`config.mk`:
```
export PLATFORM = sky130hd
export DESIGN_NAME = req_pulse_issuer
export DESIGN_NICKNAME = d
export VERILOG_FILES = /design/src/rtl/req_ack_pkg.sv /design/src/rtl/req_delay_line.sv /design/src/rtl/req_pulse_issuer.sv
export SDC_FILE = /design/constraint.sdc
export NUM_CORES = 1
export LEC_CHECK = 0
export ABC_AREA = 1
export BUFFER_PORTS_ARGS = -buffer_cell sky130_fd_sc_hd__buf_2
export CORE_MARGIN = 10
export CORE_UTILIZATION = 51
export DETAILED_ROUTE_END_ITERATION = 8
export PLACE_DENSITY = 0.76
export SLEW_MARGIN = 20
export SYNTH_ARGS = -nofsm -noshare
export SYNTH_HDL_FRONTEND = slang
export SYNTH_HIERARCHICAL = 1
export SYNTH_SLANG_ARGS = --single-unit
```
`constraint.sdc`:
```
create_clock -name clk -period 1.25 [get_ports clk]
set_input_delay 0.125 -clock clk [delete_from_list [all_inputs] [get_ports clk]]
set_output_delay 0.125 -clock clk [all_outputs]
set_load 0.1 [all_outputs]
```
`src/rtl/req_ack_pkg.sv`:
```
// rtl/req_ack_pkg.sv - shared types and defaults for the req/ack issuer and responder
package req_ack_pkg;

    typedef enum logic [1:0] {
        IDLE,
        PULSE,
        GAP
    } issuer_state_t;

    localparam int DEF_MIN_GAP = 8;
    localparam int DEF_ACK_LAT = 4;
    localparam int DEF_CNT_W   = 32;

endpackage

```
`src/rtl/req_delay_line.sv`:
```
// rtl/req_delay_line.sv - DEPTH-stage synchronous-reset shift register for a single bit
module req_delay_line #(
    parameter int DEPTH = 4
) (
    input  logic clk,
    input  logic rst,
    input  logic d,
    output logic q
);

    logic [DEPTH-1:0] sr;

    always_ff @(posedge clk) begin
        if (rst) begin
            sr <= '0;
        end else begin
            sr[0] <= d;
            for (int i = 1; i < DEPTH; i++) begin
                sr[i] <= sr[i-1];
            end
        end
    end

    assign q = sr[DEPTH-1];

endmodule

```
`src/rtl/req_pulse_issuer.sv`:
```
// rtl/req_pulse_issuer.sv - start-driven req pulse issuer with ack counting
// Optional ack latency checker: REQ_PULSE_ISSUER_ACK_CHECK_EN
module req_pulse_issuer
    import req_ack_pkg::*;
#(
    parameter int MIN_GAP = DEF_MIN_GAP,
    parameter int ACK_LAT = DEF_ACK_LAT,
    parameter int CNT_W   = DEF_CNT_W
) (
    input  logic             clk,
    input  logic             rst,
    input  logic             start_valid,
    output logic             start_ready,
    output logic             req,
    input  logic             ack,
    output logic             busy,
    output logic [CNT_W-1:0] reqs_issued,
    output logic [CNT_W-1:0] acks_seen,
    output logic             ack_err
);

    localparam int GW = $clog2(MIN_GAP);

    issuer_state_t state;
    logic [GW-1:0] gap_cnt;
    logic          ack_q;

    always_ff @(posedge clk) begin
        if (rst) begin
            state       <= IDLE;
            req         <= 1'b0;
            start_ready <= 1'b1;
            gap_cnt     <= '0;
        end else begin
            case (state)
                IDLE: begin
                    if (start_valid) begin
                        state       <= PULSE;
                        req         <= 1'b1;
                        start_ready <= 1'b0;
                    end
                end
                PULSE: begin
                    req <= 1'b0;
                    if (MIN_GAP == 2) begin
                        state       <= IDLE;
                        start_ready <= 1'b1;
                    end else begin
                        state   <= GAP;
                        gap_cnt <= GW'(MIN_GAP - 2);
                    end
                end
                GAP: begin
                    req     <= 1'b0;
                    gap_cnt <= gap_cnt - GW'(1);
                    if (gap_cnt == GW'(1)) begin
                        state       <= IDLE;
                        start_ready <= 1'b1;
                    end
                end
                default: begin
                    state       <= IDLE;
                    req         <= 1'b0;
                    start_ready <= 1'b1;
                end
            endcase
        end
    end

    // ack is counted on its rising edge so a stretched ack counts once
    always_ff @(posedge clk) begin
        if (rst) begin
            reqs_issued <= '0;
            acks_seen   <= '0;
            ack_q       <= 1'b0;
        end else begin
            ack_q <= ack;
            if (req) begin
                reqs_issued <= reqs_issued + CNT_W'(1);
            end
            if (ack && !ack_q) begin
                acks_seen <= acks_seen + CNT_W'(1);
            end
        end
    end

    assign busy = (state != IDLE) || (reqs_issued != acks_seen);

`ifdef REQ_PULSE_ISSUER_ACK_CHECK_EN
    localparam int QW = $clog2(ACK_LAT + 1);

    logic          exp_ack;
    logic [QW-1:0] quiet;

    req_delay_line #(
        .DEPTH(ACK_LAT)
    ) u_delay (
        .clk(clk),
        .rst(rst),
        .d  (req),
        .q  (exp_ack)
    );

    // After reset, acks for pulses issued before reset may still arrive for
    // ACK_LAT cycles; they are counted but must not raise an error.
    always_ff @(posedge clk) begin
        if (rst) begin
            ack_err <= 1'b0;
            quiet   <= QW'(ACK_LAT);
        end else begin
            if (quiet != '0) begin
                quiet <= quiet - QW'(1);
            end
            if (quiet == '0 && ack != exp_ack) begin
                ack_err <= 1'b1;
            end
        end
    end

`ifdef FORMAL
    a_min_gap: assert property (@(posedge clk) disable iff (rst)
        req |-> ##1 !req [* MIN_GAP-1]);
`endif
`else
    assign ack_err = 1'b0;
`endif

endmodule

```
==> key figures, run 1 <==
Synthesis
  • Post-synthesis register bit count: 72
  • Area fraction of the dominant cell type after synthesis: 33.4%
  • Post-synth cell types: 31
  • Top cells by count, synth: nand2_1, nor2_1, inv_1
  • Post-Syn Nets: 709
  • Synth area leaders: dfxtp_1, nand2_1, nor2_1, inv_1, nand3_1
  • Synth Flop Type: dfxtp_1
  • Most frequent cell after synthesis: nand2_1
  • Synth area leader: dfxtp_1
  • Async SR Flop Fraction: 0%
  • Sequential area share after synthesis: 33.4%
  • Synth Instances: 696
  • Syn. warnings: 6
  • Number of synthesized flops with an enable pin: 0
  • Netlist area before placement: 4320 um2
  • Syn_area_per_cell: 6.20 um2

Floorplan
  • Die Ht: 112 um
  • DIE WIDTH: 112 um
  • Initial Util: 52.6%
  • Site Rows: 33
  • I/O Pins: 72

Place
  • Port bufs: 70
  • Routability cong.: 0.936
  • Dpl cells: 1001
  • Detailed placement HPWL: 13.4 mm
  • Setup Slack @ Placement: -0.340 ns

Run status
  • Status: aborted with a tool error
  • Err: [ERROR DPL-0038] Utilization greater than 100%, impossible to legalize
  • Fail Step: clock tree synthesis

Clocking
  • # hold bufs at CTS: 1
  • Total CTS buffers: 9
  • Post-CTS Setup Inserts: 33
  • Clock sinks: 72
  • H-tree Lvls: 3
  • Maximum root-to-sink buffer count: 2
  • PostCTS Resize Cnt: 201
  • Root buf cell: clkbuf_8
kinds of logic after synthesis:
logic type	after synthesis	synth area share, %
xor gates and xnor gates	17	3.45
AOI/OAI and AO/OA	65	7.85
DFF	72	33.4
buffers and inverters	98	8.78
adders and majority gates	9	2.61
and+or+nand+nor	434	43.8
other	1	0.0868
metrics by stage:
step / area, um2 / hold slack, ns
3_5_place_dp: 7310 / 0.360
3_3_place_gp: 7310 / 0.356
2_1_floorplan: 4830 / 0.232
==> run 2: changes to the inputs <==
--- a/config.mk
+++ b/config.mk
@@ -8,9 +8,9 @@
 export ABC_AREA = 1
 export BUFFER_PORTS_ARGS = -buffer_cell sky130_fd_sc_hd__buf_2
 export CORE_MARGIN = 10
-export CORE_UTILIZATION = 51
+export CORE_UTILIZATION = 40
 export DETAILED_ROUTE_END_ITERATION = 8
-export PLACE_DENSITY = 0.76
+export PLACE_DENSITY_LB_ADDON = 0.15
 export SLEW_MARGIN = 20
 export SYNTH_ARGS = -nofsm -noshare
 export SYNTH_HDL_FRONTEND = slang
==> constraint.sdc (replaced) <==
create_clock -name clk -period 1.6 [get_ports clk]
set_input_delay 0.16 -clock clk [delete_from_list [all_inputs] [get_ports clk]]
set_output_delay 0.16 -clock clk [all_outputs]
set_load 0.1 [all_outputs]
==> key figures, run 2 <==
Place
  • Post-DP Area: 5170 um2 (was 7310 um2)
  • Detailed placement HPWL: 10.9 mm (was 13.4 mm)
  • Port bufs: 70 (unchanged)
  • Routability cong.: 0.968 (was 0.936)

Power and ir drop
  • Switching Share: 37.3%
  • PD cells: 856 nW/um2
  • Max VDD drop: 0.748 mV
  • Clock power share: 27.4%
  • Leakage: 2.34 nW
  • Internal power: 2.97 mW
  • Combinational Power Share: 31.5%
  • Sw Pwr: 1.77 mW
  • Sequential power share: 41.1%

Final layout
  • FF+latch area: 1640 um2
  • Diodes inserted: 0
  • Cell area after layout: 5540 um2
  • Final Util: 53.2%
  • Area of the multi-input gates: 2620 um2
  • Most common cell after layout, fill and taps aside: nand2_1
  • Final net count: 812
  • FILL cells: 1094
  • Top Registers: acks_seen: 32 flops, reqs_issued: 32 flops, gap_cnt: 3 flops
  • Most frequent cells in the layout: nand2_1, nor2_1, inv_1
  • Layout area overhead: 28.3%
  • Share of cells above drive strength 1: 30.7%

Hold path
  • Worst min path class: in2reg

Global routing
  • Initial antenna violation count: 0
  • Vias in the first global route: 4615
  • First-pass GRT wire length: 23.0 mm
  • Total GRT Usage: 19.0%
  • Largest net degree at the start of global routing: 44
  • Remaining global-route overflow: 0

Critical path
  • Top delay family on crit path: simple AND/OR/NAND/NOR gates
  • WS Path Type: reg2out
  • CP max stage delay: 0.36 ns
  • Worst path slowest cell: dfxtp_4
  • Worst Path Max Fanout: 4
  • Crit path DAT: 1.63 ns
  • WP buf/inv: 1
  • Critical Path Sink Type: output pin
  • Req. time, crit path: 1.44 ns
  • Cell Chain, Critical Path: xnor2_1 -> nand2_1 -> nor2_1 -> nand2_1 -> nor2_2 -> nand3_4 -> buf_12
  • Worst Setup Start Kind: flip-flop
  • CP most frequent cell: nand2_1

Route
  • Drt drc: 0
  • Iteration-0 DRC Markers: 310
  • Routed wire length: 14.2 mm
  • Routed Antenna Nets: 0
  • Vias: 4694
  • DR vias/cell: 4.99
  • 1st-pass router iterations: 5
  • Routed WL per cell: 15.1 um

Floorplan
  • I/O Pins: 72 (unchanged)
  • Initial Util: 41.5% (was 52.6%)
  • Die Ht: 124 um (was 112 um)
  • DIE WIDTH: 124 um (was 112 um)
  • DIE AREA: 15400 um2
  • Core area: 10400 um2
  • Site Rows: 37 (was 33)

Clocking
  • Maximum root-to-sink buffer count: 2 (unchanged)
  • Clock latency on the worst-skew pair: 0.36 ns
  • Clock-pin slew on the worst setup and hold paths: 0.08 ns
  • Clock sinks: 72 (unchanged)
  • Root buf cell: clkbuf_8 (unchanged)
  • H-tree Lvls: 3 (unchanged)
  • # hold bufs at CTS: 0 (was 1)
  • Total CTS buffers: 9 (unchanged)
  • CTS tree: built

STA
  • RSZ-0062 raised after global routing: yes
  • Final count of pins violating max slew: 0
  • Fin crit period: 1.79 ns
  • Clk_skew: 0.0111 ns
  • Fin crit share: 112%
  • Post-route setup slack: -0.193 ns
  • Fmax: 0.558 GHz
  • Final hold viol count: 0
  • Setup TNS: -0.193 ns
  • Endpoints failing setup: 1

Synthesis
  • Post-Syn Nets: 709 (unchanged)
  • Netlist area before placement: 4320 um2 (unchanged)
  • Post-synth cell types: 31 (unchanged)
  • Area fraction of the dominant cell type after synthesis: 33.4% (unchanged)
  • Post-synthesis register bit count: 72 (unchanged)
  • Syn. warnings: 6 (unchanged)
  • Sequential area share after synthesis: 33.4% (unchanged)
  • Synth area leader: dfxtp_1 (unchanged)
  • Async SR Flop Fraction: 0% (unchanged)
  • Synth area leaders: dfxtp_1, nand2_1, nor2_1, inv_1, nand3_1 (unchanged)
  • Synth Flop Type: dfxtp_1 (unchanged)
  • Number of synthesized flops with an enable pin: 0 (unchanged)
  • Syn_area_per_cell: 6.20 um2 (unchanged)
  • Most frequent cell after synthesis: nand2_1 (unchanged)
  • Top cells by count, synth: nand2_1, nor2_1, inv_1 (unchanged)
  • Synth Instances: 696 (unchanged)

Run status
  • Failing checks: negative setup slack
  • Status: finished with violations (was aborted with a tool error)

Job
  • Max-Cap Viols: 0
-- run 2: cell counts after synthesis --
No cell type changed its count.
-- run 2: metrics by stage --
step | setup slack (ns) | hold WS [ns] | power (mW) | cells
floorplan | -0.0492 | 0.267 | 2.88 | 696
CTS | -0.205 | 0.0203 | 4.70 | 934
detailed placement | -0.0395 | 0.393 | 3.18 | 913
global placement | -0.00306 | 0.390 | 3.13 | 913
global route | -0.246 | 0.0387 | 4.99 | 940
finish | -0.193 | 0.0296 | 4.74 | 940
-- run 2: worst paths after layout --
path	slack, ns	startpoint	to	depth (start not counted)
worst max-delay path	-0.19	acks_seen[31]	busy	7
worst min-delay path	0.03	ack	ack_q	3
worst max register to register	0.08	reqs_issued[0]	reqs_issued[30]	8
worst min register to register	0.48	start_ready	start_ready	2
-- run 2: routing by layer --
metal | track usage (%) | vias up | wire, um
met1 | 23.3 | 2167 | 6230
li1 | - | 2393 | -
met3 | 3.80 | 16 | 867
met2 | 32.8 | 118 | 6860
met5 | 0 | - | 0
met4 | 6.19 | 0 | 201
-- run 2: power groups by stage --
stage / registers (mW) / clock network, mW / logic, mW
after global placement: 1.96 / 0 / 1.16
after global routing: 1.96 / 1.41 / 1.61
after CTS: 1.95 / 1.31 / 1.44
final: 1.95 / 1.30 / 1.50
after detailed placement: 1.98 / 0 / 1.20
after floorplan: 2.21 / 0 / 0.666
-- run 2: logic make-up (layout without fill, tap and decap cells) --
| family | count (synthesis) | in the layout | synth area share, % |
|---|---|---|---|
| buffers and inverters | 98 | 206 | 8.78 |
| AOI/OAI and AO/OA | 65 | 65 | 7.85 |
| adders and majority gates | 9 | 9 | 2.61 |
| and+or+nand+nor | 434 | 434 | 43.8 |
| xor gates and xnor gates | 17 | 17 | 3.45 |
| DFF | 72 | 72 | 33.4 |
| other | 1 | 1 | 0.0868 |
-- run 2: worst register-to-register path: stages (launching register included) --
cell,delay [ns]
dfxtp_4,0.40
ha_1,0.20
nand3_1,0.15
nor2_2,0.16
nand2_1,0.13
nor2_4,0.17
nand3_1,0.09
nand2_1,0.07
nor2_1,0.04
-- run 2: area by class of cell --
type	count	share of cell area, %
clock buffer	12	2.62
sequential	72	29.6
tap	136	3.07
clock inverter	4	0.361
inverter	89	6.07
multi-input combinational	526	47.2
timing repair buffer	101	11.0
-- run 2: timing repair --
item,in CTS,in global routing
pin swaps,5,15
endpoints found under the setup margin,1,22
buffers inserted,5,7
gates resized for setup,21,25
Power figures use the tool's default switching activity.
